$ cat src/rtl/rr_arb_pkg.sv
`default_nettype none
`timescale 1ns/1ps
// ------------------------------------------------------------------
// rr_arb_pkg : shared defaults and FSM encoding for the rr_arbiter
// Revision   : 1.0
// ------------------------------------------------------------------
package rr_arb_pkg;

  localparam int N_DEF        = 10;
  localparam int IDW_DEF      = 4;
  localparam int MAX_HOLD_DEF = 8;

  typedef enum logic [1:0] {
    ST_IDLE  = 2'd0,
    ST_GRANT = 2'd1,
    ST_GAP   = 2'd2
  } state_t;

endpackage
`default_nettype wire

$ cat src/rtl/rr_pick.sv
`default_nettype none
`timescale 1ns/1ps
// ------------------------------------------------------------------
// rr_pick : lowest-index search over req at/above ptr, else over all req
// Revision : 1.0
// ------------------------------------------------------------------
module rr_pick
  import rr_arb_pkg::*;
#(
  parameter int N   = N_DEF,
  parameter int IDW = IDW_DEF
) (
  input  logic [N-1:0]   req,
  input  logic [IDW-1:0] ptr,
  output logic           found,
  output logic [IDW-1:0] idx
);

  logic [IDW-1:0] w_idx;

  // Descending scans: the last hit written is the lowest index. The masked
  // scan runs second so any hit at/above ptr overrides the unmasked one.
  always_comb begin
    w_idx = '0;
    for (int i = N - 1; i >= 0; i--) begin
      if (req[i]) w_idx = IDW'(i);
    end
    for (int i = N - 1; i >= 0; i--) begin
      if (req[i] && (i >= int'(ptr))) w_idx = IDW'(i);
    end
  end

  assign found = |req;
  assign idx   = w_idx;

endmodule
`default_nettype wire

$ cat src/rtl/rr_arbiter.sv
`default_nettype none
`timescale 1ns/1ps
// ------------------------------------------------------------------
// rr_arbiter : N-way round-robin arbiter, bounded hold, one-cycle gap
// Revision   : 1.0
// ------------------------------------------------------------------
module rr_arbiter
  import rr_arb_pkg::*;
#(
  parameter int N        = N_DEF,
  parameter int IDW      = IDW_DEF,
  parameter int MAX_HOLD = MAX_HOLD_DEF
) (
  input  logic           clk,
  input  logic           rst_n,
  input  logic [N-1:0]   req,
  output logic [N-1:0]   gnt,
  output logic [IDW-1:0] gnt_id,
  output logic           gnt_valid,
  output logic           busy_any
);

  localparam logic [7:0]     c_HCNT_LAST = 8'(MAX_HOLD - 1);
  localparam logic [IDW-1:0] c_LAST_ID   = IDW'(N - 1);
  localparam logic [N-1:0]   c_ONE       = N'(1);

  state_t         r_state;
  logic [N-1:0]   r_gnt;
  logic [IDW-1:0] r_gnt_id;
  logic [IDW-1:0] r_ptr;
  logic [7:0]     r_hcnt;
  logic           r_gnt_valid;
  logic           r_busy_any;

  logic           w_found;
  logic [IDW-1:0] w_idx;
  logic           w_hold_req;
  logic           w_others;
  logic           w_at_limit;
  logic           w_release;

  rr_pick #(
    .N   (N),
    .IDW (IDW)
  ) u_pick (
    .req   (req),
    .ptr   (r_ptr),
    .found (w_found),
    .idx   (w_idx)
  );

  // Timeout only forces a release when someone else is actually waiting.
  assign w_hold_req = |(req & r_gnt);
  assign w_others   = |(req & ~r_gnt);
  assign w_at_limit = (r_hcnt == c_HCNT_LAST);
  assign w_release  = !w_hold_req || (w_at_limit && w_others);

  always_ff @(posedge clk or negedge rst_n) begin
    if (!rst_n) begin
      r_state     <= ST_IDLE;
      r_gnt       <= '0;
      r_gnt_id    <= '0;
      r_gnt_valid <= 1'b0;
      r_ptr       <= '0;
      r_hcnt      <= '0;
      r_busy_any  <= 1'b0;
    end else begin
      r_busy_any <= |req;
      case (r_state)
        ST_GRANT: begin
          if (w_release) begin
            r_gnt       <= '0;
            r_gnt_id    <= '0;
            r_gnt_valid <= 1'b0;
            r_ptr       <= (r_gnt_id == c_LAST_ID) ? '0 : r_gnt_id + IDW'(1);
            r_state     <= ST_GAP;
          end else if (!w_at_limit) begin
            r_hcnt <= r_hcnt + 8'd1;
          end
        end
        default: begin
          if (w_found) begin
            r_gnt       <= c_ONE << w_idx;
            r_gnt_id    <= w_idx;
            r_gnt_valid <= 1'b1;
            r_hcnt      <= '0;
            r_state     <= ST_GRANT;
          end else begin
            r_state <= ST_IDLE;
          end
        end
      endcase
    end
  end

  assign gnt       = r_gnt;
  assign gnt_id    = r_gnt_id;
  assign gnt_valid = r_gnt_valid;
  assign busy_any  = r_busy_any;

endmodule
`default_nettype wire
$ cat config.mk
export PLATFORM = sky130hd
export DESIGN_NAME = rr_arbiter
export DESIGN_NICKNAME = d
export VERILOG_FILES = /design/src/rtl/rr_arb_pkg.sv /design/src/rtl/rr_pick.sv /design/src/rtl/rr_arbiter.sv
export SDC_FILE = /design/constraint.sdc
export NUM_CORES = 1
export LEC_CHECK = 0
export CAP_MARGIN = 20
export CORE_ASPECT_RATIO = 0.7
export CORE_MARGIN = 4
export CORE_UTILIZATION = 40
export CTS_BUF_LIST = sky130_fd_sc_hd__clkbuf_16
export DETAILED_ROUTE_END_ITERATION = 10
export GPL_ROUTABILITY_DRIVEN = 1
export GPL_TIMING_DRIVEN = 0
export RECOVER_POWER = 25
export SLEW_MARGIN = 5
export SYNTH_ARGS = -nofsm -noshare
export SYNTH_HDL_FRONTEND = slang
export SYNTH_SLANG_ARGS = --single-unit
$ cat constraint.sdc
create_clock -name clk -period 2.1 [get_ports clk]
set_input_delay 0.315 -clock clk [delete_from_list [all_inputs] [get_ports clk]]
set_output_delay 0.315 -clock clk [all_outputs]
set_load 0.005 [all_outputs]
==> impl_results.md, run 1 <==
* CTS tree: yes
* Die height at 66.5 um
* RR Startpoint: r_hcnt[5]$_DFFE_PN0P_
* Adder-cell share of the synthesized area at 0.639%
* Antenna violations before repair at 0
* Post-Route M1 WL at 2.76 mm
* Root Buffer: clkbuf_16
* Comb pwr share at 52.9%
* Total routed wirelength at 5.28 mm
* Status: finished with violations
* Place WS at -531 ps
* Final nets at 262
* Crit Path Category: primary input to flop
* Clk pwr share at 21.1%
* EDFF count, synth at 0
* Max-cap check violation count at 1
* Xor/xnor share of the synthesized area at 1.79%
* Clk slew on worst S/H paths at 50 ps
* Yosys reg bits at 30
* Top sig layer: met4
* Layout cells sized above 1 at 14.5%
* Placed Area at 2290 um2
* Fmax at 481 MHz
* Pwr Total at 3.67 mW
* Slew HR at -7.23%
* Worst EP required at 2260 ps
* Post-synthesis area per instance at 9.07 um2
* Insertion delay of the later-clocked pin in the worst-skew pair at 270 ps
* HP Start: req[3]
* Final setup viols at 0
* Std-Cell Rows at 20
* Register area share after synthesis at 38.3%
* Design area at 2500 um2
* Async S/R FF share, synth at 100%
* Period utilisation layout at 98.9%
* Detail Route Antenna Nets at 0
* Fin. max-slew vios at 31
* Final Hold Violating Endpoints at 0
* Total congestion overflow at 0
* CP startpoint kind: primary input
* Area delta synth->final at 27.7%
* Top FF cell, synth: dfrtp_1
* Met3 WL at 322 um
* Internal power at 2.15 mW
* Largest net degree at the start of global routing at 31
* Crit path max fanout at 9
* Share of total power in sequential cells at 26.0%
* Switching share of power at 41.6%
* NetSw at 1.53 mW
* Cells after synthesis at 216
* Util after Layout at 55.2%
* Initial Util at 43.2%
* N_diodes at 0
* Met2 wire length at 2.15 mm
* Clock Skews at 2.45 ps
* DRC at 0
* H-tree depth at 2
* Die Footprint at 6100 um2
* Min-delay worst type: primary input to flop
* Fillers at 414
* Synth Area in Compound Gates at 29.0%
* Final HPWL DP at 3.85 mm
* Initial DRC Count at 105
* Die width at 91.6 um
* Clock Sinks at 30
* Largest family of logic cells by synthesized area: compound AO/OA/AOI/OAI gates
* Mux contribution to synthesized area at 0.511%
* Slew @ Worst Pin at 1610 ps
* RSZ-0062 raised after global routing: no
* CTS Buf Count at 5
* CTS Hold Bufs at 0
* Mapped Nets at 229
* Yosys warning count at 0
* Vias at 1804
* DR vias/cell at 5.73
* Leakage power at 1.05 nW
* WL/cell at 16.8 um
* GPL Wtd Cong at 0.859
* All-Layer GR Usage at 18.4%
* Core Box Area at 4530 um2
* Max Buffers Root-to-Sink at 2
* Post-synthesis cell area at 1960 um2
* Worst setup path startpoint: req[9]
* Failing checks: max-capacitance violations, max-slew violations
* CP arrival at 2240 ps
* Max VDD drop at 755 uV
* Vias in the first global route at 1680
* Minimum clock period at 2080 ps
* Worst setup margin at 22.6 ps
* Synth unique cells at 58
* Number of port buffers at 25
* 1st-pass router iterations at 4
* First-pass GRT wire length at 8.71 mm
* Critical Path Sink Type: flop
* Power Density at 1470 nW/um2
* Total I/O pin count at 28
* Post-synthesis simple-gate area fraction at 23.4%
[synthesized netlist by cell type, types with 2 or more instances]
cell | count | share of area [%]
a21o_1 | 2 | 0.77
a21oi_1 | 10 | 2.6
a221oi_1 | 2 | 0.89
a22o_1 | 4 | 1.8
a22oi_1 | 5 | 1.9
a32o_1 | 3 | 1.5
buf_2 | 7 | 1.8
dfrtp_1 | 30 | 38
inv_1 | 11 | 2.1
inv_2 | 4 | 0.77
nand2_1 | 24 | 4.6
nand2b_1 | 10 | 3.2
nand3_1 | 8 | 2.0
nor2_1 | 16 | 3.1
nor2b_1 | 4 | 1.3
nor3_1 | 4 | 1.0
nor4_4 | 2 | 2.2
o21ai_0 | 10 | 2.6
o21ai_1 | 2 | 0.51
o22ai_1 | 4 | 1.3
o2bb2ai_1 | 6 | 2.7
o311ai_0 | 2 | 0.89
o31a_1 | 4 | 1.8
o31ai_1 | 3 | 1.2
or4_1 | 2 | 0.77
or4_4 | 2 | 1.2
xnor2_1 | 4 | 1.8
[timing repair]
item	CTS	global route
pin swaps	3	0
gates resized for setup	12	8
gates cloned	0	0
endpoints found under the setup margin	15	17
setup buffers	1	0
[worst max-delay path, stage by stage]
cell and delay, ps:
dlygate4sd2_1 440, nor2b_1 110, o31ai_1 360, a2111oi_1 180, o21ai_2 390, and2b_1 230
a22o_1 190
[layer usage]
layer | GRT usage, % | up-vias
met3 | 4.74 | 6
li1 | - | 877
met4 | 5.26 | 0
met5 | 0 | -
met1 | 27.6 | 857
met2 | 25.7 | 64
[worst paths after layout]
path	depth (start not counted)	slack, ps	endpoint
max in group asynchronous	1	610	r_ptr[1]$_DFFE_PN0P_
worst min register to register	2	480	gnt_valid$_DFFE_PN0P_
worst max register to register	6	100	r_hcnt[3]$_DFFE_PN0P_
min in group asynchronous	1	450	r_hcnt[6]$_DFFE_PN0P_
worst max-delay path	7	20	gnt[7]$_DFFE_PN0P_
worst min-delay path	3	430	busy_any$_DFF_PN0_
[cells by family (layout without fill, tap and decap cells)]
kind of cell             count (synthesis)  count (layout)
AND/OR/NAND/NOR                         80              80
AO/OA/AOI/OAI                           75              75
flip-flops                              30              30
buffers and inverters                   25              58
XOR/XNOR                                 4               4
adder cells (fa/ha/maj)                  1               1
multiplexers                             1               1
[metrics by stage]
stage / hold slack [ps] / cells / TNS [ps]
after global placement: 472 / 307 / -8420
after CTS: 99.2 / 315 / 0
final: 432 / 315 / 0
after floorplan: 19.4 / 216 / 0
after global routing: 442 / 315 / 0
after detailed placement: 386 / 307 / -8320
[registers in the layout, summed over array words and instances (netlist names)]
register / count
gnt: 10
r_hcnt: 8
gnt_id: 4
r_ptr: 4
r_state: 2
busy_any: 1
gnt_valid: 1
[layout make-up]
type | instances | area (um2) | area share (%)
multi-input cells | 161 | 1130 | 45.3
inverters | 16 | 62.6 | 2.50
well taps | 66 | 82.6 | 3.30
repair buffers | 26 | 249 | 9.95
plain buffers | 9 | 63.8 | 2.55
clock inverters | 2 | 33.8 | 1.35
flip-flops and latches | 30 | 752 | 30.1
clock buffers | 5 | 125 | 5.00
[power groups by stage]
stage          clock network (mW)  registers, mW  logic [mW]
6_report                    0.775          0.953        1.94
5_1_grt                     0.823          0.984        2.12
2_1_floorplan                   0          0.907        1.25
4_1_cts                     0.792          0.950        1.90
3_3_place_gp                    0          0.953        1.84
3_5_place_dp                    0          0.955        1.81
[cell usage in the layout, fill, tap and decap left out, drive strengths merged, types with 7 or more instances in the layout]
cell           count
a21oi             11
buf                9
clkbuf             7
clkdlybuf4s50     16
dfrtp             30
inv               16
nand2             24
nand2b            10
nand3              8
nor2              17
o21ai             13
(Power assumes the default switching activity.)
==> run 2: changes to the inputs <==
--- a/config.mk
+++ b/config.mk
@@ -5,7 +5,7 @@
 export SDC_FILE = /design/constraint.sdc
 export NUM_CORES = 1
 export LEC_CHECK = 0
-export CAP_MARGIN = 20
+export CAP_MARGIN = 5
 export CORE_ASPECT_RATIO = 0.7
 export CORE_MARGIN = 4
 export CORE_UTILIZATION = 40
==> results of run 2 <==
The final DEF is identical to that of run 1; final timing and power are the same.
==> run 3: changes to the inputs <==
--- a/config.mk
+++ b/config.mk
@@ -17,4 +17,5 @@
 export SLEW_MARGIN = 5
 export SYNTH_ARGS = -nofsm -noshare
 export SYNTH_HDL_FRONTEND = slang
+export SYNTH_HIERARCHICAL = 1
 export SYNTH_SLANG_ARGS = --single-unit
==> run 3 against run 2 <==
  * The flow finishes with violations (max-capacitance violations, max-slew violations, negative setup slack)
  * Hold slack lost 3.9 ps
  * Combinational power grew 4%
  * Register-to-register slack lost 120 ps
  * Utilization grew 2.0 points
  * Non-clock buffer count grew 10
  * Design area grew 2.6%
  * Clock power shrank 16%
  * Setup slack lost 41 ps
  * Sequential share of layout area shrank 0.60 points
  * Maximum frequency shrank 1.9%
  * Final cell count shrank 2.5%
  * Global-route usage grew 1.4 points
  * Critical path type is now flop to flop
  * Critical endpoint is now r_ptr[2]$_DFFE_PN0P_
  * Largest cell class unchanged
==> impl_results.md, run 3 <==
* Period utilisation layout at 101% (was 98.9%)
* Async S/R FF share, synth at 100% (unchanged)
* Number of port buffers at 27 (was 25)
* Area delta synth->final at 34.1% (was 27.7%)
* CTS Hold Bufs at 0 (unchanged)
* GPL Wtd Cong at 0.843 (was 0.859)
* Total routed wirelength at 5.37 mm (was 5.28 mm)
* Max-cap check violation count at 1 (unchanged)
* Largest family of logic cells by synthesized area: compound AO/OA/AOI/OAI gates (unchanged)
* Worst r2r dst: r_ptr[2]$_DFFE_PN0P_ (was r_hcnt[3]$_DFFE_PN0P_)
* Largest net degree at the start of global routing at 31 (unchanged)
* Placed insts at 287 (was 307)
* Yosys warning count at 6 (was 0)
* CP Buf/Inv Count at 0 (was 1)
* Fmax at 472 MHz (was 481 MHz)
* Design area at 2560 um2 (was 2500 um2)
* Failing checks: max-capacitance violations, max-slew violations, negative setup slack (was max-capacitance violations, max-slew violations)
* Xor/xnor share of the synthesized area at 0.458% (was 1.79%)
* Final Hold Violating Endpoints at 0 (unchanged)
* Biggest area consumer among synthesized cells: dfrtp_1 (unchanged)
* R2r setup slk at -20 ps (was 100 ps)
* CP max stage cell: or4_1 (was dlygate4sd2_1)
* Register area share after synthesis at 39.2% (was 38.3%)
* DR vias/cell at 5.96 (was 5.73)
* Critical Path Sink Type: flop (unchanged)
* Share of total power in sequential cells at 26.4% (was 26.0%)
* CTS Buf Count at 5 (unchanged)
* EDFF count, synth at 0 (unchanged)
* Root Buffer: clkbuf_16 (unchanged)
* Placed Area at 2250 um2 (was 2290 um2)
* Vias in the first global route at 1693 (was 1680)
* Max reg flops at 10 (unchanged)
* Top cells by area, synth: dfrtp_1, mux2i_1, nand2_1 (was dfrtp_1, nand2_1, nand2b_1)
* Final setup TNS at -68.2 ps (was 0 ps)
* Clock Skews at 3.39 ps (was 2.45 ps)
* Synth unique cells at 55 (was 58)
* Crit Path Category: flop to flop (was primary input to flop)
* Layout cells sized above 1 at 24.6% (was 14.5%)
* H-tree depth at 2 (unchanged)
* Synth Area in Compound Gates at 25.4% (was 29.0%)
* Insertion delay of the later-clocked pin in the worst-skew pair at 270 ps (about the same)
* Detail Route Antenna Nets at 0 (unchanged)
* Power Density at 1420 nW/um2 (was 1470 nW/um2)
* Post-synthesis cell area at 1910 um2 (was 1960 um2)
* Initial Util at 42.7% (was 43.2%)
* Fin. max-slew vios at 31 (unchanged)
* Comb pwr share at 55.8% (was 52.9%)
* Die Footprint at 5970 um2 (was 6100 um2)
* Final HPWL DP at 3.61 mm (was 3.85 mm)
* Worst setup margin at -18.1 ps (was 22.6 ps)
* Minimum clock period at 2120 ps (was 2080 ps)
* Adder-cell share of the synthesized area at 0.654% (was 0.639%)
* Total congestion overflow at 0 (unchanged)
* Cells along the critical path: or4_1 -> or3_4 -> a31oi_4 -> o21ai_4 -> mux2_4 (was dlygate4sd2_1 -> nor2b_1 -> o31ai_1 -> a2111oi_1 -> o21ai_2 -> and2b_1 -> a22o_1)
* Final nets at 266 (was 262)
* Final Non-Filler Cells at 307 (was 315)
* Mapped Nets at 218 (was 229)
* Slew @ Worst Pin at 1630 ps (was 1610 ps)
* Crit path max fanout at 6 (was 9)
* Post-synth top area share at 39.2% (was 38.3%)
* Die height at 65.9 um (was 66.5 um)
* Status: finished with violations (unchanged)
* Post-synthesis simple-gate area fraction at 22.2% (was 23.4%)
* Die width at 90.7 um (was 91.6 um)
* WHS at 429 ps (was 432 ps)
* Final setup viols at 4 (was 0)
* Worst EP required at 2260 ps (about the same)
* Slowest stage delay, CP at 510 ps (was 440 ps)
* Count leader, synth: dfrtp_1 (unchanged)
* RSZ-0062 raised after global routing: yes (was no)
* Most frequent cells in the layout: dfrtp_1, nand2_1, clkdlybuf4s50_1 (unchanged)
* All-Layer GR Usage at 19.8% (was 18.4%)
* Cells after synthesis at 205 (was 216)
* Clk pwr share at 17.9% (was 21.1%)
* Worst setup path startpoint: r_hcnt[4]$_DFFE_PN0P_ (was req[9])
* CP Depth at 5 (was 7)
* WL/cell at 17.5 um (was 16.8 um)
* Top cells by count, synth: dfrtp_1, nand2_1, nor2_1 (unchanged)
* Critical Path Sink: r_ptr[2]$_DFFE_PN0P_ (was gnt[7]$_DFFE_PN0P_)
* Leakage power at 1.08 nW (was 1.05 nW)
* Slew HR at -8.79% (was -7.23%)
* Switching share of power at 41.4% (was 41.6%)
* Yosys reg bits at 30 (unchanged)
* Antenna violations before repair at 0 (unchanged)
* DRC at 0 (unchanged)
* Crit path max-delay family: simple AND/OR/NAND/NOR gates (was compound AO/OA/AOI/OAI gates)
* Mux contribution to synthesized area at 8.44% (was 0.511%)
* CP startpoint kind: flop (was primary input)
* CTS tree: yes (unchanged)
* Most common cell after layout, fill and taps aside: dfrtp_1 (unchanged)
* Initial DRC Count at 208 (was 105)
* RR Startpoint: r_hcnt[4]$_DFFE_PN0P_ (was r_hcnt[5]$_DFFE_PN0P_)
* Clock Sinks at 30 (unchanged)
* Core Box Area at 4480 um2 (was 4530 um2)
* First-pass GRT wire length at 9.04 mm (was 8.71 mm)
* Vias at 1830 (was 1804)
* Max Buffers Root-to-Sink at 2 (unchanged)
* 1st-pass router iterations at 4 (unchanged)
* Clk slew on worst S/H paths at 50 ps (about the same)
* N_diodes at 0 (unchanged)
* Top FF cell, synth: dfrtp_1 (unchanged)
* NetSw at 1.50 mW (was 1.53 mW)
* Std-Cell Rows at 20 (unchanged)
* Internal power at 2.13 mW (was 2.15 mW)
* Post-synthesis area per instance at 9.33 um2 (was 9.07 um2)
* Min-delay worst type: primary input to flop (unchanged)
* CP arrival at 2280 ps (was 2240 ps)
* Max VDD drop at 759 uV (was 755 uV)
* Worst reg2reg path depth at 5 (was 6)
* Total I/O pin count at 28 (unchanged)
[run 3: worst min path at each step]
stage / start / endpoint / slack (ps) / cells after the start
6_report: req[8] / busy_any$_DFF_PN0_ / 430 / 3
5_1_grt: req[8] / busy_any$_DFF_PN0_ / 450 / 3
4_1_cts: rst_n / gnt[3]$_DFFE_PN0P_ / 110 / 1
3_5_place_dp: rst_n / busy_any$_DFF_PN0_ / 400 / 1
3_3_place_gp: gnt_valid$_DFFE_PN0P_ / gnt_valid$_DFFE_PN0P_ / 470 / 1
2_1_floorplan: rst_n / busy_any$_DFF_PN0_ / 20 / 0
[run 3: worst min-delay path, delay by kind of cell]
kind / cells / cell delay (ps)
buf+inv: 1 / 200
simple gates: 2 / 150
[run 3: per-layer routing]
| metal | routed length, um | GRT usage [%] |
|---|---|---|
| met3 | 425 | 6.71 |
| met4 | 90 | 6.68 |
| met5 | 0 | 0 |
| met2 | 2200 | 25.7 |
| met1 | 2660 | 29.7 |
[run 3: logic make-up (layout without fill, tap and decap cells)]
family	after synthesis	count (layout)
buf+inv	18	65
mux	14	14
fa+ha+maj	1	1
flops	30	30
simple gates	83	83
xor+xnor	1	1
compound gates	58	58
[run 3: power groups by stage]
stage	registers (mW)	clock network [mW]	logic (mW)
3_3_place_gp	0.953	0	1.61
5_1_grt	0.986	0.705	2.20
6_report	0.957	0.649	2.02
4_1_cts	0.942	0.669	1.76
3_5_place_dp	0.948	0	1.60
2_1_floorplan	0.900	0	1.13
[run 3: timing repair]
| action | in CTS | in global routing |
|---|---|---|
| endpoints found under the setup margin | 28 | 22 |
| buffers inserted | 6 | 8 |
| gates resized for setup | 24 | 22 |
| pin swaps | 6 | 10 |
[run 3: per-stage QoR]
stage          worst slack (ps)  power [mW]  util, %
6_report                  -18.1        3.63     57.3
5_1_grt                   -70.4        3.90     57.3
4_1_cts                   -40.6        3.38     55.4
3_5_place_dp               -970        2.54     50.2
3_3_place_gp              -1050        2.56     50.3
2_1_floorplan              26.9        2.03        -
[run 3: final cells by class]
class	count	area, um2
fillers	401	1910
multi-input cells	157	1190
repair buffers	41	347
clock inverters	1	3.75
plain buffers	4	18.8
flip-flops and latches	30	756
clock buffers	5	125
well taps	55	68.8
inverters	14	52.6
